==> src/rtl/acc_readout_serializer.sv <==
// acc_readout_serializer
// Drains NUM_CH show-ahead accumulator buffers round-robin, one word per
// channel per turn, into a byte stream with a valid/rd_en handshake.
// Each record is NUM_CH*WORDS_PER_CH*WORD_BYTES bytes long.
// Optional feature macro: ACC_SERIALIZER_EOD_MARKER_EN
//   defined   -> four in-band marker bytes 80 01 01 80 follow each record,
//                flagged with eod_flag_o; record_done_o follows the last marker.
//   undefined -> no marker state, eod_flag_o tied low; record_done_o follows
//                the last data byte.
module acc_readout_serializer #(
  parameter int NUM_CH       = 4,
  parameter int WORD_BYTES   = 2,
  parameter int WORDS_PER_CH = 128,
  parameter int READY_ALL    = 0,
  parameter int MSB_FIRST    = 1
) (
  input  logic                           clk_i,
  input  logic                           rst_ni,
  input  logic [NUM_CH-1:0]              ch_ready_i,
  input  logic [NUM_CH*WORD_BYTES*8-1:0] ch_data_i,
  output logic [NUM_CH-1:0]              ch_rd_o,
  input  logic                           abort_i,
  input  logic                           rd_en_i,
  output logic [7:0]                     data_out_o,
  output logic                           data_valid_o,
  output logic                           eod_flag_o,
  output logic                           busy_o,
  output logic                           record_done_o
);

  localparam int WORD_W = WORD_BYTES * 8;
  localparam int TOTAL  = NUM_CH * WORDS_PER_CH * WORD_BYTES;
  localparam int CNT_W  = $clog2(TOTAL + 1);
  localparam int SEL_W  = (NUM_CH > 1) ? $clog2(NUM_CH) : 1;
  localparam int BIDX_W = (WORD_BYTES > 1) ? $clog2(WORD_BYTES) : 1;
  // Mux tables are padded to a power of two so every index value is in range.
  localparam int SLOTS  = 2 ** SEL_W;
  localparam int LANES  = 2 ** BIDX_W;

  localparam logic [SEL_W-1:0]  SEL_LAST  = SEL_W'(NUM_CH - 1);
  localparam logic [BIDX_W-1:0] BIDX_LAST = BIDX_W'(WORD_BYTES - 1);
  localparam logic [CNT_W-1:0]  CNT_LAST  = CNT_W'(TOTAL - 1);

`ifdef ACC_SERIALIZER_EOD_MARKER_EN
  typedef enum logic [1:0] {S_IDLE, S_XFER, S_EOD} state_e;
`else
  typedef enum logic {S_IDLE, S_XFER} state_e;
`endif

  state_e             state_q, state_d;
  logic [SEL_W-1:0]   sel_q, sel_d;
  logic [BIDX_W-1:0]  bidx_q, bidx_d;
  logic [CNT_W-1:0]   cnt_q, cnt_d;
  logic               done_q, done_d;
`ifdef ACC_SERIALIZER_EOD_MARKER_EN
  logic [1:0]         mark_q, mark_d;
  logic [7:0]         mark_byte;
`endif

  logic               start_cond;
  logic [WORD_W-1:0]  ch_words [SLOTS];
  logic [WORD_W-1:0]  sel_word;
  logic [7:0]         lane_bytes [LANES];
  logic [BIDX_W-1:0]  lane_idx;
  logic [7:0]         cur_byte;
  logic [NUM_CH-1:0]  sel_onehot;

  // Start qualifier: any channel ready, or every channel ready.
  generate
    if (READY_ALL != 0) begin : g_ready_all
      assign start_cond = &ch_ready_i;
    end else begin : g_ready_any
      assign start_cond = |ch_ready_i;
    end
  endgenerate

  // Unpack the flat channel bus into one word per channel slot.
  generate
    for (genvar gi = 0; gi < SLOTS; gi++) begin : g_word
      if (gi < NUM_CH) begin : g_real
        assign ch_words[gi] = ch_data_i[gi*WORD_W +: WORD_W];
      end else begin : g_pad
        assign ch_words[gi] = '0;
      end
    end
  endgenerate

  assign sel_word = ch_words[sel_q];

  // Split the selected word into byte lanes (lane 0 = least significant).
  generate
    for (genvar gi = 0; gi < LANES; gi++) begin : g_lane
      if (gi < WORD_BYTES) begin : g_real
        assign lane_bytes[gi] = sel_word[gi*8 +: 8];
      end else begin : g_pad
        assign lane_bytes[gi] = 8'h00;
      end
    end
  endgenerate

  // Byte order within a word: the registered byte index counts transfer
  // order, so MSB-first walks the lanes downward.
  generate
    if (MSB_FIRST != 0) begin : g_msb_first
      assign lane_idx = BIDX_LAST - bidx_q;
    end else begin : g_lsb_first
      assign lane_idx = bidx_q;
    end
  endgenerate

  assign cur_byte = lane_bytes[lane_idx];

  // One-hot decode of the selected channel, used for the pop pulse.
  generate
    for (genvar gi = 0; gi < NUM_CH; gi++) begin : g_onehot
      assign sel_onehot[gi] = (sel_q == SEL_W'(gi));
    end
  endgenerate

`ifdef ACC_SERIALIZER_EOD_MARKER_EN
  // End-of-data marker sequence 80 01 01 80.
  assign mark_byte = (mark_q == 2'd0 || mark_q == 2'd3) ? 8'h80 : 8'h01;
`endif

  // Next-state and handshake outputs; abort overrides everything last.
  always_comb begin
    state_d      = state_q;
    sel_d        = sel_q;
    bidx_d       = bidx_q;
    cnt_d        = cnt_q;
    done_d       = 1'b0;
`ifdef ACC_SERIALIZER_EOD_MARKER_EN
    mark_d       = mark_q;
`endif
    ch_rd_o      = '0;
    data_out_o   = 8'h00;
    data_valid_o = 1'b0;
    eod_flag_o   = 1'b0;

    case (state_q)
      S_IDLE: begin
        if (start_cond) begin
          state_d = S_XFER;
          sel_d   = '0;
          bidx_d  = '0;
          cnt_d   = '0;
        end
      end

      S_XFER: begin
        data_valid_o = 1'b1;
        data_out_o   = cur_byte;
        if (rd_en_i) begin
          bidx_d = bidx_q + BIDX_W'(1);
          cnt_d  = cnt_q + CNT_W'(1);
          // Last byte of the word: pop it and move to the next channel in
          // the same cycle so the next word is already presented.
          if (bidx_q == BIDX_LAST) begin
            ch_rd_o = sel_onehot;
            bidx_d  = '0;
            sel_d   = (sel_q == SEL_LAST) ? '0 : sel_q + SEL_W'(1);
          end
          if (cnt_q == CNT_LAST) begin
            sel_d  = '0;
            bidx_d = '0;
            cnt_d  = '0;
`ifdef ACC_SERIALIZER_EOD_MARKER_EN
            state_d = S_EOD;
            mark_d  = '0;
`else
            state_d = S_IDLE;
            done_d  = 1'b1;
`endif
          end
        end
      end

`ifdef ACC_SERIALIZER_EOD_MARKER_EN
      S_EOD: begin
        data_valid_o = 1'b1;
        eod_flag_o   = 1'b1;
        data_out_o   = mark_byte;
        if (rd_en_i) begin
          mark_d = mark_q + 2'd1;
          if (mark_q == 2'd3) begin
            state_d = S_IDLE;
            mark_d  = '0;
            done_d  = 1'b1;
          end
        end
      end
`endif

      default: begin
        state_d = S_IDLE;
      end
    endcase

    // Abort: back to IDLE with everything cleared, no pop, no completion.
    if (abort_i) begin
      state_d = S_IDLE;
      sel_d   = '0;
      bidx_d  = '0;
      cnt_d   = '0;
      done_d  = 1'b0;
`ifdef ACC_SERIALIZER_EOD_MARKER_EN
      mark_d  = '0;
`endif
      ch_rd_o = '0;
    end
  end

  // State, indices and counters.
  always_ff @(posedge clk_i or negedge rst_ni) begin
    if (!rst_ni) begin
      state_q <= S_IDLE;
      sel_q   <= '0;
      bidx_q  <= '0;
      cnt_q   <= '0;
      done_q  <= 1'b0;
`ifdef ACC_SERIALIZER_EOD_MARKER_EN
      mark_q  <= '0;
`endif
    end else begin
      state_q <= state_d;
      sel_q   <= sel_d;
      bidx_q  <= bidx_d;
      cnt_q   <= cnt_d;
      done_q  <= done_d;
`ifdef ACC_SERIALIZER_EOD_MARKER_EN
      mark_q  <= mark_d;
`endif
    end
  end

  assign busy_o        = (state_q != S_IDLE);
  assign record_done_o = done_q;

endmodule
==> config.mk <==
export PLATFORM = sky130hd
export DESIGN_NAME = acc_readout_serializer
export DESIGN_NICKNAME = d
export VERILOG_FILES = /design/src/rtl/acc_readout_serializer.sv
export SDC_FILE = /design/constraint.sdc
export NUM_CORES = 1
export LEC_CHECK = 0
export BUFFER_PORTS_ARGS = -buffer_cell sky130_fd_sc_hd__buf_2
export CORE_ASPECT_RATIO = 1.2
export CORE_UTILIZATION = 35
export CTS_CLUSTER_DIAMETER = 100
export CTS_CLUSTER_SIZE = 14
export DETAILED_ROUTE_END_ITERATION = 8
export GPL_TIMING_DRIVEN = 0
export MAX_ROUTING_LAYER = met4
export PLACE_DENSITY = 0.77
export SKIP_CTS_REPAIR_TIMING = 1
export SLEW_MARGIN = 5
export SYNTH_ARGS = -nofsm -noshare
export SYNTH_HDL_FRONTEND = slang
export SYNTH_SLANG_ARGS = --single-unit
==> constraint.sdc <==
create_clock -name clk_i -period 2.2 [get_ports clk_i]
set_clock_uncertainty 0.15 [all_clocks]
set_input_delay 0.44 -clock clk_i [delete_from_list [all_inputs] [get_ports clk_i]]
set_output_delay 0.44 -clock clk_i [all_outputs]
set_load 0.02 [all_outputs]
==> metrics.md <==
| Metric | Value |
|---|---|
| Tcrit/Tclk final | 1.138 |
| Placed Cells | 282 |
| Core Util, Final | 0.5483 |
| Gpl congestion | 0.8992 |
| Core ar. | 0.003941 mm2 |
| Cell Chain, Critical Path | buf_12 -> buf_12 -> mux4_2 -> mux2i_1 -> nor2_1 -> buf_4 |
| Layout cell share with drive strength beyond 1 | 0.5477 |
| Drt first-iter violations | 24 |
| Max_cap viols | 0 |
| Post-route setup slack | -0.3029 ns |
| Syn Inst Count | 142 |
| DR pass1 iterations | 4 |
| Largest net degree at the start of global routing | 17 |
| Skew-Pair Late Insertion Delay | 0.26 ns |
| Worst Tran Pin Value | 0.5606 ns |
| Via-to-Cell Ratio | 5.325 |
| FMAX | 0.3995 GHz |
| Commonest cells after routing, fill and taps aside | buf_2, mux4_2, dfrtp_1 |
| Initial Util | 0.3644 |
| Min Tclk post-route | 2.503 ns |
| Largest cells by area after synthesis | dfrtp_1, mux4_2, mux2i_1, ha_1, nand3_1 |
| CTS clk-pin slew, worst paths | 0.06 ns |
| Layout fillers | 392 |
| Hold WC Path Type | input port to flip-flop |
| Syn. warnings | 0 |
| H-tree level count | 1 |
| Die Y | 72.18 um |
| Crit path DAT | 1.91 ns |
| Power per Cell Area | 359.0 mW/mm2 |
| Critical path class | flip-flop to primary output |
| Final ANT Viol Nets | 0 |
| Final-report hold violation count | 0 |
| I/O Buffers | 86 |
| Syn Area/Cell | 10.12 um2 |
| Area leader, netlist | dfrtp_1 |
| Setup TNS Final | -2.031 ns |
| Worst path required time | 1.61 ns |
| Hold WS | 0.2394 ns |
| Total GRT Usage | 0.1973 |
| N_diodes | 0 |
| Crit path top cell by count | buf_12 |
| Run status | finished with violations |
| Crit-path slowest cell | mux4_2 |
| Vias in the first global route | 1,378 |
| CP Max Fanout | 6 |
| Routed WL per cell | 14.59 um |
| Area occupied by registers | 401.6 um2 |
| Share of the synthesized area in the top cell type | 0.2787 |
| Buf/Inv on CP | 3 |
| Seq cells post-synth | 16 |
| Die X | 60.48 um |
| Final net count | 319 |
| Die ar. | 0.004365 mm2 |
| Overall routed net length | 4.304 mm |
| Initial antenna violation count | 0 |
| Slew headroom | 0.6228 |
| Synth Cell Area | 0.001436 mm2 |
| Syn Nets | 219 |
| Clock buffer count from CTS | 3 |
| CTS root buf | clkbuf_8 |
| Setup Viol. Count Final | 10 |
| # DRC | 0 |
| Via Count | 1,571 |
| Clock buffer depth | 2 |
| First-pass GRT wire length | 6.065 mm |
| Ports | 88 |
| VDD IR-drop max | 0.0002032 V |
| Non-Filler Instances | 295 |
| Area taken by multi-input logic gates | 973.4 um2 |
| Number of library cell types mapped by synthesis | 40 |
| Gr ovfl total | 0 |
| Commonest non-fill, non-tap cell in the layout | buf_2 |
| Failing checks | setup timing |
| CTS tree | yes |
| Post-synthesis sequential area ratio | 0.2787 |
| Critical Path Start Type | flip-flop |
| Leakage power | 0.001022 uW |
| Max-slew violation count | 0 |
| Final HPWL DP | 3.232 mm |
| RSZ-0062 raised after global routing | yes |
| Rows | 25 |
| CP peak stage delay | 0.51 ns |
| CP Capture Type | primary output |
| Top cell family by delay on the critical path | multiplexers |
| Clock tree sinks | 16 |
| Layout area overhead | 50.44% |
cell usage after synthesis, drive strengths merged:
cell / n
o21bai: 1
dfrtp: 16
nand3b: 1
and4: 1
nor2b: 1
nand3: 12
o21ai: 7
ha: 5
clkbuf: 6
o2bb2ai: 2
nand4: 1
inv: 4
nor2: 12
nand2b: 1
o31ai: 2
conb: 1
nor4: 1
and3: 6
or3: 2
a2bb2oi: 1
o22ai: 2
o311a: 1
nand2: 13
a21o: 1
mux2i: 8
a31oi: 1
a311oi: 1
buf: 5
and2: 1
o2111ai: 1
or2: 1
o211ai: 1
mux4: 16
or4: 4
a21oi: 2
o41ai: 1
area by class of cell:
type / count / share of cell area
well taps: 54 / 0.03127
plain buffers: 9 / 0.04401
multi-input cells: 111 / 0.4505
inverters: 4 / 0.006948
clock buffers: 4 / 0.02548
repair buffers: 97 / 0.2559
flip-flops and latches: 16 / 0.1859
path summary, 6_finish.rpt:
kind | from | end | slack, ns | depth (start not counted)
max | sel_q[0]$_DFFE_PN0P_ | data_out_o[5] | -0.30 | 6
min | abort_i | busy_o$_DFF_PN0_ | 0.24 | 2
max reg2reg | cnt_q[0]$_DFFE_PN0P_ | cnt_q[5]$_DFFE_PN0P_ | 0.12 | 5
min reg2reg | cnt_q[0]$_DFFE_PN0P_ | cnt_q[0]$_DFFE_PN0P_ | 0.38 | 1
max in group asynchronous | rst_ni | busy_o$_DFF_PN0_ | 1.15 | 2
min in group asynchronous | rst_ni | cnt_q[9]$_DFFE_PN0P_ | 0.47 | 2
flip-flops by register name, summed over array words and instances (netlist names):
| name | count |
|---|---|
| bidx_q | 1 |
| busy_o | 1 |
| cnt_q | 11 |
| record_done_o | 1 |
| sel_q | 2 |
metrics by stage:
step	area [um2]	power, uW	worst slack, ns
finish	2161	775.8	-0.3029
global route	2161	811.8	-0.3857
CTS	1992	771.1	-0.7568
detailed placement	1937	498.1	-0.4551
global placement	1937	494.9	-0.4391
floorplan	1439	403.6	0.01100
metal layers:
| metal | global-route usage | part of all wire | up-vias |
|---|---|---|---|
| met5 | - | 0 | - |
| met4 | 0.1061 | 0.040 | 0 |
| met3 | 0.02317 | 0.051 | 12 |
| met2 | 0.3407 | 0.55 | 71 |
| met1 | 0.2162 | 0.36 | 738 |
| li1 | - | - | 750 |
kinds of logic (layout without fill, tap and decap cells):
group                    count (synthesis)  after routing  share of synthesized area
adder cells (fa/ha/maj)                  5              5                    0.04355
other                                    1              1                   0.002611
AO/OA/AOI/OAI                           24             24                     0.1185
flip-flops                              16             16                     0.2787
buffers and inverters                   15            114                    0.04703
multiplexers                            24             24                     0.3066
AND/OR/NAND/NOR                         57             57                     0.2030
where the power goes:
| group | leakage, uW | switching [uW] | internal [uW] |
|---|---|---|---|
| Combinational | 0.000774 | 88.9 | 111 |
| Sequential | 0.000219 | 7.38 | 298 |
| Clock | 0.0000288 | 111 | 159 |
Power figures use the tool's default switching activity.
